`src/rtl/pipeline_ctrl_pkg.sv`:
```
// Shared types and constants for the 5-stage pipeline sequencing logic.
// The hazard controller and its helpers import this package.
package pipeline_ctrl_pkg;

   typedef enum logic [1:0] {
      RUN     = 2'd0,
      WAIT    = 2'd1,
      RELEASE = 2'd2
   } CtrlState;

   localparam logic [4:0]  REG_ZERO  = 5'd0;
   localparam logic [31:0] NOP_INSTR = 32'h0;

   // A load in EX whose destination is read by the instruction in ID needs one bubble.
   // Register $zero never creates a dependency because it is hard-wired.
   function automatic logic isLoadUse(
      input logic       exMemRead,
      input logic [4:0] exRt,
      input logic [4:0] idRs,
      input logic [4:0] idRt,
      input logic       idUsesRt
   );
      return exMemRead && (exRt != REG_ZERO) &&
             ((exRt == idRs) || (idUsesRt && (exRt == idRt)));
   endfunction

endpackage

```
`src/rtl/pipeline_hazard_controller_event_counter.sv`:
```
// Free-running event counter with synchronous clear.
// It wraps modulo 2^COUNT_W and is used for the board performance registers.
module event_counter #(
   parameter int COUNT_W = 32
) (
   input  logic               clk,
   input  logic               reset,
   input  logic               increment,
   output logic [COUNT_W-1:0] count
);

   // Clear on reset; otherwise advance by one whenever the strobe is high.
   always_ff @(posedge clk) begin
      if (reset) begin
         count <= '0;
      end else if (increment) begin
         count <= count + COUNT_W'(1);
      end
   end

endmodule

```
`src/rtl/pipeline_hazard_controller.sv`:
```
// Central sequencing block for the 5-stage MIPS pipeline.
// It produces pipe enables, pipe flushes and the PC write enable for three
// situations: load-use stalls, redirects resolved in MEM, and the
// multi-cycle data-memory freeze. It also counts each kind of event.
module pipeline_hazard_controller
   import pipeline_ctrl_pkg::*;
#(
   parameter int MEM_WAIT_CYCLES = 0,
   parameter int COUNT_W         = 32
) (
   input  logic               clk,
   input  logic               reset,
   input  logic [4:0]         id_rs,
   input  logic [4:0]         id_rt,
   input  logic               id_uses_rt,
   input  logic               ex_mem_read,
   input  logic [4:0]         ex_rt,
   input  logic               mem_branch_taken,
   input  logic               mem_jump,
   input  logic               mem_jr,
   input  logic               mem_mem_read,
   input  logic               mem_mem_write,
   output logic               pc_enable,
   output logic               if_id_enable,
   output logic               id_ex_enable,
   output logic               ex_mem_enable,
   output logic               mem_wb_enable,
   output logic               if_id_flush,
   output logic               id_ex_flush,
   output logic               ex_mem_flush,
   output logic               busy,
   output logic [COUNT_W-1:0] stall_count,
   output logic [COUNT_W-1:0] flush_count,
   output logic [COUNT_W-1:0] freeze_count
);

   localparam int CNT_W = (MEM_WAIT_CYCLES > 0) ? $clog2(MEM_WAIT_CYCLES + 1) : 1;
   localparam bit FREEZE_EN = (MEM_WAIT_CYCLES > 0);
   localparam logic [CNT_W-1:0] WAIT_LOAD =
      CNT_W'((MEM_WAIT_CYCLES > 1) ? (MEM_WAIT_CYCLES - 1) : 0);

   CtrlState         state;
   CtrlState         nextState;
   logic [CNT_W-1:0] cnt;
   logic [CNT_W-1:0] nextCnt;

   logic redirect;
   logic loadUse;
   logic memAccess;
   logic holdAll;
   logic stallInc;
   logic flushInc;
   logic freezeInc;

   assign redirect  = mem_branch_taken | mem_jump | mem_jr;
   assign loadUse   = isLoadUse(ex_mem_read, ex_rt, id_rs, id_rt, id_uses_rt);
   assign memAccess = mem_mem_read | mem_mem_write;

   // State and wait-counter register; reset abandons any freeze in progress.
   always_ff @(posedge clk) begin
      if (reset) begin
         state <= RUN;
         cnt   <= '0;
      end else begin
         state <= nextState;
         cnt   <= nextCnt;
      end
   end

   // Next-state logic: a memory access in RUN starts the freeze, WAIT counts it
   // down, and RELEASE always returns to RUN so the held access can advance.
   always_comb begin
      nextState = state;
      nextCnt   = cnt;
      unique case (state)
         RUN: begin
            if (memAccess && FREEZE_EN) begin
               if (MEM_WAIT_CYCLES > 1) begin
                  nextState = WAIT;
                  nextCnt   = WAIT_LOAD;
               end else begin
                  nextState = RELEASE;
               end
            end
         end
         WAIT: begin
            nextCnt = cnt - CNT_W'(1);
            if (cnt == CNT_W'(1)) begin
               nextState = RELEASE;
            end
         end
         RELEASE: begin
            nextState = RUN;
         end
         default: begin
            nextState = RUN;
            nextCnt   = '0;
         end
      endcase
   end

   // Output logic: the freeze outranks redirects, and redirects outrank load-use.
   // RELEASE ignores the memory access because that instruction is already done.
   always_comb begin
      pc_enable     = 1'b1;
      if_id_enable  = 1'b1;
      id_ex_enable  = 1'b1;
      ex_mem_enable = 1'b1;
      mem_wb_enable = 1'b1;
      if_id_flush   = 1'b0;
      id_ex_flush   = 1'b0;
      ex_mem_flush  = 1'b0;
      stallInc      = 1'b0;
      flushInc      = 1'b0;
      freezeInc     = 1'b0;
      busy          = (state != RUN);

      holdAll = (state == WAIT) || ((state == RUN) && memAccess && FREEZE_EN);

      if (holdAll) begin
         pc_enable     = 1'b0;
         if_id_enable  = 1'b0;
         id_ex_enable  = 1'b0;
         ex_mem_enable = 1'b0;
         mem_wb_enable = 1'b0;
         freezeInc     = 1'b1;
      end else if (redirect) begin
         if_id_flush  = 1'b1;
         id_ex_flush  = 1'b1;
         ex_mem_flush = 1'b1;
         flushInc     = 1'b1;
      end else if (loadUse) begin
         pc_enable    = 1'b0;
         if_id_enable = 1'b0;
         id_ex_flush  = 1'b1;
         stallInc     = 1'b1;
      end
   end

   event_counter #(.COUNT_W(COUNT_W)) stallCounter (
      .clk       (clk),
      .reset     (reset),
      .increment (stallInc),
      .count     (stall_count)
   );

   event_counter #(.COUNT_W(COUNT_W)) flushCounter (
      .clk       (clk),
      .reset     (reset),
      .increment (flushInc),
      .count     (flush_count)
   );

   event_counter #(.COUNT_W(COUNT_W)) freezeCounter (
      .clk       (clk),
      .reset     (reset),
      .increment (freezeInc),
      .count     (freeze_count)
   );

endmodule

```
`config.mk`:
```
export PLATFORM = sky130hd
export DESIGN_NAME = pipeline_hazard_controller
export DESIGN_NICKNAME = d
export VERILOG_FILES = /design/src/rtl/pipeline_ctrl_pkg.sv /design/src/rtl/pipeline_hazard_controller_event_counter.sv /design/src/rtl/pipeline_hazard_controller.sv
export SDC_FILE = /design/constraint.sdc
export NUM_CORES = 1
export LEC_CHECK = 0
export ABC_AREA = 0
export CAP_MARGIN = 20
export CELL_PAD_IN_SITES_DETAIL_PLACEMENT = 0
export CELL_PAD_IN_SITES_GLOBAL_PLACEMENT = 2
export CORE_ASPECT_RATIO = 2
export CORE_MARGIN = 2
export CORE_UTILIZATION = 31
export DETAILED_ROUTE_END_ITERATION = 10
export PLACE_DENSITY = 0.87
export SETUP_SLACK_MARGIN = 0.1
export SYNTH_ARGS = -nofsm -noshare
export SYNTH_HDL_FRONTEND = slang
export SYNTH_HIERARCHICAL = 1
export SYNTH_SLANG_ARGS = --single-unit
export TNS_END_PERCENT = 5
```
`constraint.sdc`:
```
create_clock -name clk -period 3.6 [get_ports clk]
set_input_delay 0.36 -clock clk [delete_from_list [all_inputs] [get_ports clk]]
set_output_delay 0.36 -clock clk [all_outputs]
set_load 0.01 [all_outputs]
```
# Yosys cells after proc, flatten, opt, wreduce, memory -nomap -nowiden
# Cells that the tools add are included.
[totals]
in_bits = 24
output_inout_bits = 105
reg_bits = 99
word_cells = 41
[classes]
n_eq_ne = 5
n_reduce_logical = 9
bitwise_logic = 3
addsub = 4
n_mux = 15
[op_table]
columns = ["operator", "n"]
rows = [
  ["$add A32 B1 Y32 const B", 3],
  ["$mux W1", 12],
  ["$eq A5 B5 Y1", 2],
  ["$reduce_bool A5 Y1", 1],
  ["$pmux W2 S2", 1],
  ["$logic_and A1 B1 Y1", 3],
  ["$eq A2 B1 Y1 const B", 1],
  ["$eq A2 B2 Y1 const B", 1],
  ["$logic_not A2 Y1", 1],
  ["$mux W2", 1],
  ["$ne A2 B2 Y1 const B", 1],
  ["$or A1 B1 Y1", 2],
  ["$pmux W1 S2", 1],
  ["$reduce_and A2 Y1", 1],
  ["$reduce_bool A2 Y1", 1],
  ["$reduce_or A2 Y1", 1],
  ["$logic_or A1 B1 Y1", 1],
  ["$not A1 Y1", 1],
  ["$sub A1 B1 Y1 const B", 1],
]

# Depth between registers and ports, before layout
# Gate-level depths: netlist (run 1).
[depth]
ltp_word = 7
mapped_depth = 10
mapped_depth_nobuf = 8

# Modules after synthesis
# The synthesis (run 1) kept the hierarchy.
[by_module_without_submodules]
columns = ["module", "instances", "seq_area_each_um2", "area_per_inst_um2", "cells_each"]
rows = [
  ["event_counter", 3, 640.6, 1564.0, 181],
  ["pipeline_hazard_controller", 1, 0.0, 207.7, 28],
]

# Worst setup path before layout (run 1)
# No wires, ideal clock.
[synth_timing]
path_type = "input -> register"
startpoint = "input port ex_rt[3]"
endpoint = "register stallCounter.count[27]"
n_path_buf = 2
stages = 10
setup_slack_ns = 1.132
required_time_ns = 3.479
arrival_ns = 2.348
path_cell_list = "xor2_1 -> nor4_2 -> a32oi_1 -> nor3_1 -> buf_2 -> and4_1 -> buf_2 -> nand4_1 -> nor3b_1 -> mux2_2"
[synth_via]
elab_chain_cells = 7
[synth_rtl]
columns = ["element", "line_no", "source"]
rows = [
  ["start, declared", "pipeline_hazard_controller.sv:17", "input logic [4:0] ex_rt,"],
  ["$eq A5 B5 Y1", "pipeline_ctrl_pkg.sv:24", "((exRt == idRs) || (idUsesRt && (exRt == idRt)));"],
  ["$logic_and A1 B1 Y1", "pipeline_ctrl_pkg.sv:24", ""],
  ["$logic_or A1 B1 Y1", "pipeline_ctrl_pkg.sv:24", ""],
  ["$logic_and A1 B1 Y1 *", "pipeline_ctrl_pkg.sv:23", "return exMemRead && (exRt != REG_ZERO) &&"],
  ["$mux W1 *", "pipeline_hazard_controller.sv:132", "end else if (loadUse) begin"],
  ["$mux W1 *", "pipeline_hazard_controller.sv:127", "end else if (redirect) begin"],
  ["$mux W1 *", "pipeline_hazard_controller.sv:120", "if (holdAll) begin"],
  ["net stallInc", "pipeline_hazard_controller.sv:51", "logic stallInc;"],
  ["end signal, assigned", "pipeline_hazard_controller_event_counter.sv:17", "count <= count + COUNT_W'(1);"],
  ["end, declared", "pipeline_hazard_controller_event_counter.sv:9", "output logic [COUNT_W-1:0] count"],
]
# The timed path passes the listed nets; every way through them passes the cells marked *.
# A chain may end at the register's enable or synchronous reset.

# Worst setup path in the final report (run 1)
[layout_timing]
startpoint = "input port ex_rt[2]"
endpoint = "register stallCounter.count[30]"
# Same word-level chain as after synthesis.

==> out/metrics.cfg, run 1 <==
[timing]
worst_pin_slew_ns=0.5099
finalCritPeriodShare=0.8546
fmaxAchievable_ghz=0.3250
period_needed_ns=3.076
finalClockSkew_ns=0.01226
hold_viol_final=0
slew-limit-headroom=0.6601
finalSetupTns_ns=0
setup_violations=0
rsz0062_at_grt=no
finalMaxSlewViolations=0

[cells_and_area]
nFillCells=1633
multi_input_area_sq_mm=0.002756
drive_above_1_share=0.09265
syn_to_final_growth_pct=33.48
stdcell_area_sq_mm=0.006540
seqCellArea_sq_mm=0.001922
nets=702
final_common_cell=clkdlybuf4s50_1
layout_common_cells=121 x clkdlybuf4s50_1, 96 x dfxtp_1, 79 x nor2_1, 36 x xor2_1, 32 x nor3_1
antennaDiodeCount=0

[global_route]
grt_max_degree=111
grt-ovfl-total=0
grt_pass1_vias=4090
grt_pass1_wl_mm=19.89
antenna_found_initial=0
track_usage=0.1412

[floorplan]
die_h_um=181.8
row_count=65
core_area_sq_mm=0.01562
die_area_sq_mm=0.01689
die_x_um=92.90
start_util=0.3138
ios=129

[placed_design]
place_congestion=0.7295
place_area_sq_mm=0.006216
port_buffers=122
dp_hpwl_mm=8.208

[synth]
yosysTopAreaCellShare=0.3922
ys_seq_elements=96
yosysSeqAreaShare=0.3922
avgSynthCellArea_sq_um=8.581
netlist_area_sq_mm=0.004900
post-synth-top-area-cell=dfxtp_1
ys_types=38
yosysWarnings=6
synth_area_leaders=dfxtp_1 39%, xor2_1 6.4%, mux2_2 6.2%, nor2_1 6.1%, nand4_1 3.8%
syn_inst=571

[power]
power.density_mw_per_mm2=329.5
power_leakage_nw=2.252
ir_drop_mv=0.2200

[flow_run]
maxCapViolCount=0

[worst_setup_path]
crit_start=ex_rt[2]
critPathBufInv=1
worstPathRequired_ns=3.82
crit_slowest_cell=clkdlybuf4s50_1
endpoint_kind=flop
path_class=in2reg
crit_fanout=9
r2r_start=flushCounter/count[2]$_SDFFE_PP0P_
crit_chain=clkdlybuf4s50_1 > xor2_1 > nor4_2 > a32oi_1 > nor3_1 > and4_1 > nand4_1 > nor3_1 > mux2_2
crit_arrival_ns=3.30
cp_top_family=simple AND/OR/NAND/NOR gates
cpMostUsedCell=nor3_1
max_stage_delay_ns=0.46
startpoint_type=input pin

[route]
vias=4371
drt-pass1-iter-count=4
route.detailed.drc=0
post_drt_via_cell_ratio=4.961
drt-wirelength-per-cell_um=13.53
route.antenna.remaining_nets=0
drt-met1-wl_mm=5.786
drt_wl_total_mm=11.92
route.met3.wl_um=703
highest_layer=met4
drtIter0Drc=108
dr_wl_met2_mm=5.310

[clocking]
clk_path_buf_depth=2
clkTransAtPathRegs_ns=0.07
post-cts-setup-buffer-count=0
numCtsBuffers=9
clock_latency_ns=0.34
h-tree-depth=3
clkSinkCount=96
cts_hold_buf=0
cts_root_buf=clkbuf_16
cts_tree=yes
post_cts_resized=0

[worst_hold_path]
worstHoldPathType=in2reg
hp-start=reset

[outcome]
status=finished clean

==> power breakdown <==
group,internal [mW],switching [mW]
Combinational,0.0551,0.0590
Clock,0.542,0.424
Sequential,1.07,0.00749
==> registers in the layout (all words and copies together) (netlist names) <==
register and cells:
stallCounter/count 32, freezeCounter/count 32, flushCounter/count 32
==> worst register-to-register path, stage by stage (launching register included) <==
cell and delay [ns]:
dfxtp_1 0.44, and4_1 0.45, nand4_1 0.37, nor3_1 0.32
mux2_1 0.35
==> final cells by class <==
| class | count | area share |
|---|---|---|
| clock inverters | 6 | 0.01033 |
| well taps | 201 | 0.03845 |
| repair buffers | 126 | 0.1940 |
| flip-flops and latches | 96 | 0.2939 |
| multi-input cells | 430 | 0.4215 |
| clock buffers | 10 | 0.03501 |
| inverters | 12 | 0.006887 |
==> cell usage after synthesis <==
cell,instances
and3_2,3
or3_1,14
and4_1,9
conb_1,2
inv_1,12
nor2b_1,30
buf_2,6
ha_1,3
nor4_2,1
a21oi_1,21
or4_4,3
o21ai_1,1
and2_1,3
nand3_1,27
or2_2,3
xor2_1,36
o31ai_1,9
buf_4,6
nor3b_1,3
dfxtp_1,96
xnor2_1,13
nor4_1,6
nor4_4,3
nand2_1,27
clkbuf_1,21
nand4_1,30
o21ai_0,12
and3_1,6
nor3_1,32
a32oi_1,1
mux2_1,6
nand4_2,3
nor2_1,79
mux2i_1,3
or4_1,10
mux2_2,27
buf_6,3
o21bai_1,1
==> metrics by stage <==
step / setup slack, ns / instances / power, mW / utilization / hold slack [ns]
floorplan: 1.132 / 574 / 1.159 / - / 0.5082
global placement: 0.1997 / 864 / 1.210 / 0.3981 / 0.4762
global route: 0.3046 / 881 / 2.239 / 0.4188 / 0.5017
detailed placement: 0.1380 / 864 / 1.212 / 0.3981 / 0.4913
finish: 0.5235 / 881 / 2.155 / 0.4188 / 0.4880
CTS: 0.4888 / 880 / 2.190 / 0.4171 / 0.5026
==> cell families (layout without fill, tap and decap cells) <==
group,after synthesis,in the layout,synth area share
xor gates and xnor gates,49,49,0.08759
muxes,36,36,0.08197
and+or+nand+nor,292,292,0.3297
other,2,5,0.001533
AOI/OAI and AO/OA,45,45,0.05184
buffers and inverters,48,154,0.04750
adders and majority gates,3,3,0.007662
DFF,96,96,0.3922
==> routing by layer <==
layer | vias up | track usage
met5 | - | 0
li1 | 2209 | -
met2 | 106 | 0.2209
met1 | 2048 | 0.1919
met3 | 8 | 0.03651
met4 | 0 | 0.03941
==> final timing paths <==
kind | to | slack (ns) | cells past startpoint
worst max-delay path | stallCounter/count[30]$_SDFFE_PP0P_ | 0.52 | 9
worst min register to register | freezeCounter/count[22]$_SDFFE_PP0P_ | 0.50 | 2
worst max register to register | flushCounter/count[26]$_SDFFE_PP0P_ | 1.55 | 4
worst min-delay path | stallCounter/count[14]$_SDFFE_PP0P_ | 0.49 | 2
(Power assumes the default switching activity.)
==> inputs of run 2 (changes only) <==
--- a/config.mk
+++ b/config.mk
@@ -10,7 +10,6 @@
 export CELL_PAD_IN_SITES_DETAIL_PLACEMENT = 0
 export CELL_PAD_IN_SITES_GLOBAL_PLACEMENT = 2
 export CORE_ASPECT_RATIO = 2
-export CORE_MARGIN = 2
 export CORE_UTILIZATION = 31
 export DETAILED_ROUTE_END_ITERATION = 10
 export PLACE_DENSITY = 0.87
==> run 2 against run 1 <==
Net effect:
- design area shrank 0.38%
- setup slack improved by 0.052 ns
- combinational power about the same
- sequential power is essentially flat
- die area down 3.2%
- non-clock buffer count unchanged
- first-iteration DRC count is 17% lower
- clock skew fell by 0.0053 ns
- clock power up 0.5%
- routed wire length up 6.1%
- fmax up 1.7%
==> out/metrics.cfg, run 2 (synthesis gave the netlist of run 1 again) <==
[global_route]
grt_max_degree=106
grt-ovfl-total=0
grt_pass1_vias=4291
grt_pass1_wl_mm=20.95
track_usage=0.1586
antenna_found_initial=0

[timing]
setup_violations=0
worst_pin_slew_ns=1.070
finalSetupTns_ns=0
finalCritPeriodShare=0.8401
rsz0062_at_grt=no
finalClockSkew_ns=0.006998
slew-limit-headroom=0.2867
finalMaxSlewViolations=0
fmaxAchievable_ghz=0.3306
hold_viol_final=0
period_needed_ns=3.024
hold_slack_ns=0.5097

[clocking]
post-cts-setup-buffer-count=0
cts_root_buf=clkbuf_16
cts_hold_buf=0
clk_path_buf_depth=2
clkSinkCount=96
numCtsBuffers=9
cts_tree=yes
post_cts_resized=0
clock_latency_ns=0.34
clkTransAtPathRegs_ns=0.07
h-tree-depth=3

[placed_design]
dp_hpwl_mm=9.298
place_area_sq_mm=0.006220
port_buffers=122
place_congestion=0.7513
place_inst=862

[floorplan]
ios=129
die_x_um=90.90
row_count=64
die_area_sq_mm=0.01634
die_h_um=179.8
start_util=0.3187
core_area_sq_mm=0.01537

[route]
drt_wl_total_mm=12.65
route.antenna.remaining_nets=0
drtIter0Drc=90
drt-pass1-iter-count=4
vias=4437
drt-wirelength-per-cell_um=14.44
post_drt_via_cell_ratio=5.065
route.detailed.drc=0

[worst_setup_path]
crit_slowest_cell=clkdlybuf4s50_1
crit_fanout=9
worstPathRequired_ns=3.83
endpoint_kind=flop
crit_chain=clkdlybuf4s50_1 > xor2_1 > nor4_2 > a32oi_1 > nor3_1 > buf_4 > and4_1 > nand4_1 > nor3b_1 > mux2_2
path_class=in2reg
crit_arrival_ns=3.26
rr_worst_depth=4
max_stage_delay_ns=0.47
startpoint_type=input pin

[power]
seq_power_share=0.498
power_frac_comb=0.052
p_int_mw=1.693
clockPowerShare=0.450
power.density_mw_per_mm2=331.3
p_sw_frac=0.2154
netSwitchingPower_uw=464.9
power_leakage_nw=2.250
ir_drop_mv=0.2439

[cells_and_area]
layout_common_cells=121 x clkdlybuf4s50_1, 96 x dfxtp_1, 79 x nor2_1, 36 x xor2_1, 32 x nor3_1
reg.largest.list=flushCounter/count x32, freezeCounter/count x32, stallCounter/count x32
multi_input_area_sq_mm=0.002756
syn_to_final_growth_pct=32.97
instances_no_fill=876
stdcell_area_sq_mm=0.006515
seqCellArea_sq_mm=0.001922
final_common_cell=clkdlybuf4s50_1
antennaDiodeCount=0
nFillCells=1568
drive_above_1_share=0.08997
nets=702

[flow_run]
maxCapViolCount=0

[worst_hold_path]
worstHoldPathType=reg2reg
whs_path_depth=2

[outcome]
status=finished clean

==> run 2: power by group through the flow <==
stage | combinational, mW | clock [mW] | sequential [mW]
6_report | 0.112 | 0.971 | 1.07
5_1_grt | 0.125 | 1.05 | 1.08
4_1_cts | 0.114 | 1.02 | 1.07
3_5_place_dp | 0.113 | 0 | 1.10
3_3_place_gp | 0.111 | 0 | 1.10
2_1_floorplan | 0.0587 | 0 | 1.10
==> run 2: area by class of cell <==
cell class,count,share of cell area
Inverter,12,0.006914
Sequential cell,96,0.2950
Timing Repair Buffer,126,0.1917
Clock buffer,12,0.03937
Multi-Input combinational cell,430,0.4231
Tap cell,198,0.03803
Clock inverter,2,0.005954
==> run 2: path summary, 6_finish.rpt <==
kind	from	to	slack (ns)
setup reg to reg	flushCounter/count[2]$_SDFFE_PP0P_	flushCounter/count[25]$_SDFFE_PP0P_	1.55
setup / recovery	ex_rt[2]	stallCounter/count[27]$_SDFFE_PP0P_	0.58
hold reg to reg	freezeCounter/count[22]$_SDFFE_PP0P_	freezeCounter/count[22]$_SDFFE_PP0P_	0.51
hold / removal	freezeCounter/count[22]$_SDFFE_PP0P_	freezeCounter/count[22]$_SDFFE_PP0P_	0.51
==> run 2: metal layers <==
| layer | vias up | wire length [um] | GRT usage |
|---|---|---|---|
| met2 | 119 | 6978 | 0.3048 |
| li1 | 2200 | - | - |
| met5 | - | 0 | 0 |
| met4 | 0 | 229 | 0.06032 |
| met3 | 11 | 611 | 0.04230 |
| met1 | 2107 | 4828 | 0.1582 |
==> run 2: through the flow <==
stage | setup WS (ns) | utilization | power, mW
floorplan | 1.132 | - | 1.159
global placement | 0.2356 | 0.4045 | 1.209
detailed placement | 0.2353 | 0.4045 | 1.212
CTS | 0.5957 | 0.4237 | 2.204
global route | 0.3370 | 0.4237 | 2.254
finish | 0.5755 | 0.4237 | 2.158
==> run 2: worst max-delay path: cells and delay by family <==
family                 cells  cell delay (ns)
multiplexers               1             0.35
buffers and inverters      2             0.65
XOR/XNOR                   1             0.20
AO/OA/AOI/OAI              1             0.18
AND/OR/NAND/NOR            5             1.53
==> inputs of run 3 (changes only) <==
--- a/config.mk
+++ b/config.mk
@@ -10,9 +10,9 @@
 export CELL_PAD_IN_SITES_DETAIL_PLACEMENT = 0
 export CELL_PAD_IN_SITES_GLOBAL_PLACEMENT = 2
 export CORE_ASPECT_RATIO = 2
-export CORE_UTILIZATION = 31
+export CORE_UTILIZATION = 29
 export DETAILED_ROUTE_END_ITERATION = 10
-export PLACE_DENSITY = 0.87
+export PLACE_DENSITY = 0.83
 export SETUP_SLACK_MARGIN = 0.1
 export SYNTH_ARGS = -nofsm -noshare
 export SYNTH_HDL_FRONTEND = slang
==> constraint.sdc (replaced) <==
create_clock -name clk -period 2.8 [get_ports clk]
set_input_delay 0.28 -clock clk [delete_from_list [all_inputs] [get_ports clk]]
set_output_delay 0.28 -clock clk [all_outputs]
set_load 0.01 [all_outputs]
==> run 3 against run 2 <==
Net effect:
- first-iteration DRC count grew 26%
- critical path depth shrank 3
- sequential share of layout area shrank 0.45 points
- final cell count grew 2.4%
- largest cell class unchanged
- sequential power grew 29%
==> out/metrics.cfg, run 3 (synthesis gave the netlist of run 1 again) <==
[outcome]
status=finished clean

[timing]
rsz0062_at_grt=yes
finalCritPeriodShare=0.9515
setup_violations=0
finalSetupTns_ns=0
fin_ws_ns=0.1358
period_needed_ns=2.664
fmaxAchievable_ghz=0.3753
finalClockSkew_ns=0.01175
hold_viol_final=0
finalMaxSlewViolations=0

[global_route]
track_usage=0.1525
grt_max_degree=49
antenna_found_initial=0
grtUsageMet2=0.2885
grt.busiest_layer=met2
grt_use_met1=0.1567
grt_pass1_wl_mm=20.89
use_met3=0.03513
grt-ovfl-total=0
grt_pass1_vias=4262

[worst_setup_path]
crit_fanout=2
worstPathRequired_ns=2.52
r2r_end=flushCounter/count[28]$_SDFFE_PP0P_
r2r_start=flushCounter/count[2]$_SDFFE_PP0P_
path_class=in2out
endpoint_kind=output port
regToRegSetupSlack_ns=0.79
startpoint_type=input pin
rr_worst_depth=4
crit_arrival_ns=2.38

[cells_and_area]
drive_above_1_share=0.1111
antennaDiodeCount=0
reg.largest.list=flushCounter/count x32, freezeCounter/count x32, stallCounter/count x32
layout_common_cells=121 x clkdlybuf4s50_1, 96 x dfxtp_1, 79 x nor2_1, 36 x xor2_1, 31 x nor3_1
final_common_cell=clkdlybuf4s50_1
nFillCells=1683
syn_to_final_growth_pct=35.04
final_util=0.4047
nets=715

[floorplan]
row_count=66
core_area_sq_mm=0.01635
ios=129
die_area_sq_mm=0.01745
die_h_um=185.8
die_x_um=93.91
start_util=0.2997

[clocking]
clk_path_buf_depth=2
clkSinkCount=96
cts_root_buf=clkbuf_16
cts_hold_buf=0
numCtsBuffers=9
h-tree-depth=3
post-cts-setup-buffer-count=0
clkTransAtPathRegs_ns=0.07
clock_latency_ns=0.35
post_cts_resized=0
cts_tree=yes

[route]
drt-wirelength-per-cell_um=14.17
drt_wl_total_mm=12.71
drt-pass1-iter-count=4
drtIter0Drc=113
route.detailed.drc=0
route.antenna.remaining_nets=0
vias=4468
post_drt_via_cell_ratio=4.981

[placed_design]
place_congestion=0.7699
dp_hpwl_mm=9.515
port_buffers=122
pre_cts_slack_ns=-0.2108

[worst_hold_path]
whs_path_depth=2
hold_path_end=freezeCounter/count[5]$_SDFFE_PP0P_
worstHoldPathType=in2reg
hp-start=reset

[power]
p_sw_frac=0.2381
power_leakage_nw=2.305
seq_power_share=0.512
clockPowerShare=0.432
power_frac_comb=0.056
power.density_mw_per_mm2=407.8
ir_drop_mv=0.2204
p_total_mw=2.698
p_int_mw=2.056
netSwitchingPower_uw=642.5

[flow_run]
maxCapViolCount=0

==> run 3: changes by cell type in the layout (fill, tap and decap cells not counted) <==
cell | previous run | this run
nor3_2 | 0 | 1
buf_12 | 0 | 1
clkinv_2 | 0 | 2
clkbuf_8 | 2 | 0
bufinv_16 | 1 | 0
buf_4 | 5 | 17
clkinv_4 | 0 | 3
nor3_1 | 32 | 31
==> run 3: worst max-delay path by stage <==
stage | start | endpoint
after detailed placement | ex_rt[3] | stallCounter/count[19]$_SDFFE_PP0P_
after global routing | ex_rt[2] | if_id_enable
after CTS | ex_rt[3] | stallCounter/count[19]$_SDFFE_PP0P_
after global placement | ex_rt[3] | stallCounter/count[19]$_SDFFE_PP0P_
final | ex_rt[2] | if_id_enable
after floorplan | ex_rt[3] | stallCounter/count[27]$_SDFFE_PP0P_
==> run 3: metrics by stage <==
step                cell area (sq um)  cells  hold slack (ns)
finish                           6616    897           0.3496
global route                     6616    897           0.3593
CTS                              6611    897           0.3439
detailed placement               6337    881           0.4932
global placement                 6337    881           0.4760
floorplan                        4911    574           0.4967
==> run 3: critical path, cell delays in order <==
cell	delay, ns
clkdlybuf4s50_1	0.43
buf_4	0.15
or4_1	0.51
o21ai_1	0.21
buf_4	0.15
or3_1	0.11
clkdlybuf4s50_1	0.55
==> run 3: cell type report <==
type	instances	area, sq um	share of cell area
Tap cell	204	255.2	0.03858
Clock inverter	6	45.04	0.006808
Inverter	12	45.04	0.006808
Multi-Input combinational cell	430	2761	0.4174
Clock buffer	10	229.0	0.03461
Sequential cell	96	1922	0.2905
Timing Repair Buffer	139	1359	0.2054
==> run 3: routing by layer <==
layer	up-vias	wire (um)
met5	-	0
met4	0	255
met3	13	674
met2	113	6923
met1	2112	4860
li1	2230	-
==> run 3: power groups by stage <==
stage                     logic [mW]  clock network (mW)  registers [mW]
after global routing           0.168                1.27            1.38
after global placement         0.150                   0            1.41
after CTS                      0.155                1.21            1.38
after detailed placement       0.154                   0            1.41
after floorplan               0.0754                   0            1.42
final                          0.152                1.16            1.38
